$ cat config.mk
export PLATFORM = sky130hd
export DESIGN_NAME = sr_chain_bist
export DESIGN_NICKNAME = d
export VERILOG_FILES = /design/src/rtl/sr_chain_bist.sv
export SDC_FILE = /design/constraint.sdc
export NUM_CORES = 1
export LEC_CHECK = 0
export BUFFER_PORTS_ARGS = -buffer_cell sky130_fd_sc_hd__buf_2
export CORE_MARGIN = 2
export CORE_UTILIZATION = 53
export CTS_CLUSTER_DIAMETER = 100
export CTS_CLUSTER_SIZE = 14
export DETAILED_ROUTE_END_ITERATION = 6
export PLACE_DENSITY = 0.85
export RECOVER_POWER = 100
export REMOVE_ABC_BUFFERS = 1
export SLEW_MARGIN = 20
export SYNTH_ARGS = -nofsm -noshare
export SYNTH_HDL_FRONTEND = slang
export SYNTH_SLANG_ARGS = --single-unit
$ cat constraint.sdc
create_clock -name clk -period 1.9 [get_ports clk]
set_clock_uncertainty 0.05 [all_clocks]
set_input_delay 0.38 -clock clk [delete_from_list [all_inputs] [get_ports clk]]
set_output_delay 0.38 -clock clk [all_outputs]
set_load 0.02 [all_outputs]
$ cat src/rtl/sr_chain_bist.sv
// PRBS7 built-in self-test for the delay-line shift register: fills the chain,
// then compares its serial output against a re-seeded copy of the same stream.
module sr_chain_bist #(
   parameter int unsigned LATENCY = 128,
   parameter int unsigned NBITS   = 256,
   parameter logic [6:0]  SEED    = 7'h7F
) (
   input  logic        clk,
   input  logic        rst,
   input  logic        start,
   input  logic        sr_sense,
   output logic        sr_drive,
   output logic        busy,
   output logic        done,
   output logic        pass,
   output logic [7:0]  err_count,
   output logic [15:0] first_err
);

   localparam int unsigned PRBS_W = 7;
   localparam int unsigned CNT_W  = 16;
   localparam int unsigned ERR_W  = 8;

   localparam logic [PRBS_W-1:0] SEED_EFF   = (SEED == 7'd0) ? 7'h7F : SEED;
   localparam logic [CNT_W-1:0]  FILL_LAST  = CNT_W'(LATENCY - 1);
   localparam logic [CNT_W-1:0]  CHECK_LAST = CNT_W'(NBITS - 1);
   localparam logic [CNT_W-1:0]  NO_ERR     = 16'hFFFF;
   localparam logic [ERR_W-1:0]  ERR_MAX    = 8'hFF;

   typedef enum logic [1:0] {IDLE, FILL, CHECK, DONE} state_t;

   // x^7 + x^6 + 1, output taken from s[6]
   function automatic logic [PRBS_W-1:0] prbs_next(input logic [PRBS_W-1:0] s);
      return {s[5:0], s[6] ^ s[5]};
   endfunction

   state_t              state;
   logic [PRBS_W-1:0]   gen;
   logic [PRBS_W-1:0]   chk;
   logic [CNT_W-1:0]    cnt;

   logic                mismatch_c;
   logic [ERR_W-1:0]    err_next_c;

   always_comb begin
      mismatch_c = sr_sense ^ chk[6];
      err_next_c = err_count;
      if (mismatch_c && (err_count != ERR_MAX))
         err_next_c = err_count + ERR_W'(1);
   end

   always_ff @(posedge clk) begin
      if (rst) begin
         state     <= IDLE;
         gen       <= SEED_EFF;
         chk       <= SEED_EFF;
         cnt       <= '0;
         sr_drive  <= 1'b0;
         busy      <= 1'b0;
         done      <= 1'b0;
         pass      <= 1'b0;
         err_count <= '0;
         first_err <= NO_ERR;
      end else begin
         case (state)
            IDLE, DONE: begin
               // launch: first PRBS bit goes out on the start edge itself
               if (start) begin
                  state     <= FILL;
                  sr_drive  <= SEED_EFF[6];
                  gen       <= prbs_next(SEED_EFF);
                  cnt       <= '0;
                  busy      <= 1'b1;
                  done      <= 1'b0;
                  pass      <= 1'b0;
                  err_count <= '0;
                  first_err <= NO_ERR;
               end
            end
            FILL: begin
               sr_drive <= gen[6];
               gen      <= prbs_next(gen);
               if (cnt == FILL_LAST) begin
                  state <= CHECK;
                  chk   <= SEED_EFF;
                  cnt   <= '0;
               end else begin
                  cnt <= cnt + CNT_W'(1);
               end
            end
            CHECK: begin
               chk       <= prbs_next(chk);
               err_count <= err_next_c;
               if (mismatch_c && (first_err == NO_ERR))
                  first_err <= cnt;
               if (cnt == CHECK_LAST) begin
                  state    <= DONE;
                  sr_drive <= 1'b0;
                  busy     <= 1'b0;
                  done     <= 1'b1;
                  pass     <= (err_next_c == '0);
                  cnt      <= '0;
               end else begin
                  sr_drive <= gen[6];
                  gen      <= prbs_next(gen);
                  cnt      <= cnt + CNT_W'(1);
               end
            end
            default: state <= IDLE;
         endcase
      end
   end

endmodule

; Yosys cells after proc, flatten, opt, wreduce, memory -nomap -nowiden
; Index checks and enable logic that the tools add are counted.
[classes]
add_sub_neg = 2
n_eq_ne = 12
mux = 29
bitwise_logic = 3
n_reduce_logical = 13
[ops]
columns = op, count
row1 = two-way mux 16 bit, 5
row2 = one-hot mux 16 bit (3 select lines), 1
row3 = one-hot mux 16 bit (2 select lines), 1
row4 = two-way mux 7 bit, 3
row5 = one-hot mux 7 bit (3 select lines), 1
row6 = adder 16 x 1 -> 16 bit (second input constant), 1
row7 = == test 16 bit (second input constant), 1
row8 = == test 16 x 7 -> 1 bit (second input constant), 1
row9 = == test 16 x 8 -> 1 bit (second input constant), 1
row10 = two-way mux 8 bit, 2
row11 = one-hot mux 8 bit (2 select lines), 1
row12 = one-hot mux 7 bit (2 select lines), 1
row13 = inequality test 2 bit (second input constant), 5
row14 = AND reduction 3 bit, 3
row15 = adder 8 x 1 -> 8 bit (second input constant), 1
row16 = zero test 8 bit, 1
row17 = inequality test 8 bit (second input constant), 1
row18 = two-way mux 1 bit, 6
row19 = two-way mux 2 bit, 3
row20 = one-hot mux 1 bit (2 select lines), 3
row21 = one-hot mux 2 bit (3 select lines), 1
row22 = AND reduction 2 bit, 3
row23 = == test 2 bit (second input constant), 2
row24 = nonzero test 2 bit, 2
row25 = 6 further kinds, 9
[word_totals]
reg_bits = 60
in_bits = 4
output_inout_bits = 28
wordCells = 69

; Depth between registers and ports, before layout
[depth]
depth_word = 6
depth_mapped = 9
ltp_nobuf = 7

; Worst setup path before layout
; Ideal clock, no wire load.
[synth_timing]
path_kind = reg2reg
startpoint = register err_count[0]
endpoint = register pass
arrival_ns = 2.050
slack_ns = -0.287
stages_incl_launch_ff = 7
cell_sequence = dfxtp_1 > ha_1 > nand4_1 > o21ai_0 > mux2_2 > a21o_1 > o31ai_1
[synth_between]
elab_chain_cells = 6
word_cells_on_any_way = 7
classes_between = add/sub: 1 / eq/ne: 1 / mux: 3 / reduce/logical: 2
[synth_rtl]
columns = item, line_no
row1 = "start, declared", 16  ; output logic [7:0] err_count,
row2 = "start signal, assigned", 93  ; err_count <= err_next_c;
row3 = branches (longest 2 deep; another with adder 8 x 1 -> 8 bit), n/a
row4 = two-way mux 8 bit *, 48  ; if (mismatch_c && (err_count != ERR_MAX))
row5 = zero test 8 bit *, 101  ; pass <= (err_next_c == '0);
row6 = two-way mux 1 bit *, 96  ; if (cnt == CHECK_LAST) begin
row7 = one-hot mux 1 bit (2 select lines) *, 65  ; case (state)
row8 = "end signal, assigned", 101
row9 = "end, declared", 15  ; output logic pass,
; Mark *: on every way between the ends. The select of a mux whose other input is x is not followed.
; A chain may end at the register's enable or synchronous reset.

; Worst setup path in the final report
[layout_timing]
startpoint = register cnt[6]
endpoint = register chk[3]
[layout_between]
elab_chain_cells = 3
[layout_rtl]
columns = item, line_no
row1 = "start, declared", 40  ; logic [CNT_W-1:0] cnt;
row2 = "start signal, assigned", 88  ; cnt <= cnt + CNT_W'(1);
row3 = "start signal, assigned", 106  ; cnt <= cnt + CNT_W'(1);
row4 = == test 16 x 7 -> 1 bit, 83  ; if (cnt == FILL_LAST) begin
row5 = inequality test 2 bit (no line), n/a
row6 = AND reduction 2 bit (no line), n/a
row7 = "end signal, assigned", 92  ; chk <= prbs_next(chk);
row8 = "end, declared", 39  ; logic [PRBS_W-1:0] chk;
; Every way passes these cells.

==> reports/qor.csv <==
metric,value,unit
status,"complete, but fails checks",
failing checks,setup timing,
number of CTS-inserted buffers,9,
CP Capture Type,flip-flop,
cts hold-fix bufs,0,
worst-path fanout max,7,
vias in the first global route,3442,
DR vias/cell,7.505,
CTS Buffer Depth,2,
core area,5540,µm²
minimum clock period after layout,2.451,ns
Final Util,0.8132,
combinational share of power,0.501,
critical path data arrival time,2.63,ns
Flop pwr share,0.275,
RSZ-0062 raised after global routing,true,
HPWL Detailed,6266,µm
"Hold Vio Cnt, Final",0,
Slew Limit Fails,0,
post-route insts no fill,549,
DRT Wirelength,14490,µm
Mapped Avg Cell Area,8.344,µm²
Pwr Density,1211,nW/µm²
worst-margin pin slew,0.6840,ns
Top delay family on crit path,compound AO/OA/AOI/OAI gates,
1st-pass router iterations,6,
sw power,2.318,mW
initial core utilization,0.5497,
clk root buf,clkbuf_8,
critical path cell sequence,nand4b_1 > o41ai_4 > buf_4 > buf_6 > nand2_2 > o22ai_2 > nand2_1,
post-placement cell count,508,
Worst Path Buf+Inv,2,
Top Ports,32,
VDD IR max,0.7653,mV
"commonest non-fill, non-tap cell in the layout",buf_4,
Final Net Count,481,
Clock transition at path regs,0.07,ns
"commonest cells after routing, fill and taps aside","buf_4, dfxtp_1, nand2_1",
# setup viols final,55,
Clk pwr share,0.223,
Main synth FF type,dfxtp_1,
global route overflow,0,
"Max stage delay cell, worst path",dfxtp_1,
FP Rows,27,
layout cell share with drive strength beyond 1,0.3983,
overall power,5.456,mW
htree depth,3,
synthesized netlist cell count,365,
critical path startpoint category,flip-flop,
Internal,3.138,mW
initial antenna violation count,0,
initial DRC count,823,
gr usage total,0.3632,
Die Ht,79.80,µm
DR DRC count,0,
largest net degree at the start of global routing,23,
post-route ant nets,0,
CTS Sinks,60,
worst stage delay on the critical path,0.56,ns
worst rel slew slack,0.5322,
post-synthesis async set-or-reset flop share,0,
"Seq/Total Area, Yosys",0.3944,
diode count,0,
Ys Warns,0,
P&R area growth vs syn,47.95,%
Max Freq,0.4080,GHz
HP Class,in -> reg,
number of max-cap violations,0,
Synth Register Bits,60,
CP required,2.08,ns
via count,4120,
final cycle utilization of the critical path,1.290,
Synth cell types,57,
die area,6368,µm²
WL per Instance,26.40,µm
LEAKAGE,1.637,nW
post-synthesis cell area,3045,µm²
CTS tree,yes,
first-pass GRT wire length,17730,µm
Final GP Congestion,0.8769,
worst setup margin,-0.5510,ns
chip width,79.80,µm
Worst-Skew Late Latency,0.35,ns
number of flops mapped to enable cells by yosys,0,
Sw Share,0.4249,
Port Buffer Count,31,
crit path kind,reg -> reg,
## state kept, by name, indices dropped and copies added, names as in the netlist
signal and cells:
busy 1, chk 7, cnt 16, done 1
err_count 8, first_err 16, gen 7, pass 1
sr_drive 1, state 2
## per-stage QoR
| step | hold WS [ns] | setup TNS [ns] | setup slack, ns | cell area, µm² |
|---|---|---|---|---|
| 6_report | 0.4307 | -11.67 | -0.5510 | 4506 |
| 5_1_grt | 0.4270 | -13.94 | -0.5470 | 4506 |
| 4_1_cts | 0.3599 | -3.109 | -0.1759 | 4187 |
| 3_5_place_dp | 0.4109 | -7.996 | -0.2956 | 3706 |
| 3_3_place_gp | 0.4038 | -4.894 | -0.1669 | 3706 |
| 2_1_floorplan | 0.3920 | -21.12 | -0.7458 | 2928 |
## layer usage
layer	track usage	share of wire	routed length, µm
met4	0.1695	0.082	1187
met2	0.5933	0.43	6207
met5	0	0	0
met3	0.08371	0.15	2116
met1	0.4534	0.34	4982
## power groups by stage
stage	combinational (mW)	clock (mW)	sequential, mW
after floorplan	0.855	0	1.58
after global placement	1.64	0	1.47
after detailed placement	1.70	0	1.48
after CTS	2.05	1.17	1.46
after global routing	2.81	1.26	1.50
final	2.74	1.22	1.50
## synthesized netlist by cell type (3+ instances only)
| master | number | area [µm²] |
|---|---|---|
| a22oi_1 | 3 | 22.52 |
| a311oi_1 | 3 | 26.28 |
| o22ai_1 | 12 | 75.07 |
| and4_1 | 3 | 26.28 |
| nor4_1 | 17 | 106.4 |
| o211ai_1 | 4 | 30.03 |
| ha_1 | 5 | 62.56 |
| dfxtp_1 | 60 | 1201 |
| nand2_1 | 34 | 127.6 |
| xor2_1 | 4 | 35.03 |
| inv_1 | 8 | 30.03 |
| and3_1 | 3 | 18.77 |
| nand3_1 | 16 | 80.08 |
| a21oi_1 | 36 | 180.2 |
| xnor2_1 | 4 | 35.03 |
| clkbuf_1 | 22 | 82.58 |
| nand4b_1 | 3 | 26.28 |
| nand4_1 | 10 | 62.56 |
| o21ai_1 | 3 | 15.01 |
| nor3_1 | 9 | 45.04 |
| a31oi_1 | 11 | 68.82 |
| nor2_1 | 21 | 78.83 |
| o21ai_0 | 25 | 125.1 |
| or3_1 | 4 | 25.02 |
| a22o_2 | 4 | 40.04 |
| mux2i_1 | 3 | 30.03 |
## layout make-up
cell class                      count  area (µm²)
Fill cell                         297        1035
Tap cell                           72       90.09
Sequential cell                    60        1215
Timing Repair Buffer              121       868.3
Multi-Input combinational cell    272        2100
Clock buffer                       12       155.1
Inverter                            8       30.03
Clock inverter                      4       47.55
## path summary, 6_finish.rpt
kind / from / to / slack, ns / depth (start not counted)
min: start / state[1] / 0.43 / 3
min reg2reg: gen[4] / gen[5] / 0.47 / 2
max: cnt[6] / chk[3] / -0.55 / 7
max reg2reg: cnt[6] / chk[3] / -0.55 / 7
## timing repair
action	in CTS	in global routing
endpoints found under the hold margin	0	0
pin swaps	21	23
buffers inserted	12	11
gates cloned	1	1
setup endpoints to repair	43	59
resized for setup	36	66
## cell families after synthesis
group / synth area share
simple gates: 0.2243
compound gates: 0.2757
flops: 0.3944
buf+inv: 0.04848
xor+xnor: 0.02301
fa+ha+maj: 0.02054
mux: 0.01356
## worst reg2reg max path: stages, from the launching register on
cell and delay [ns]:
dfxtp_1 0.56, nand4b_1 0.32, o41ai_4 0.47, buf_4 0.23, buf_6 0.12, nand2_2 0.14
o22ai_2 0.34, nand2_1 0.10
Note: power is estimated with default switching activity, not from simulation.
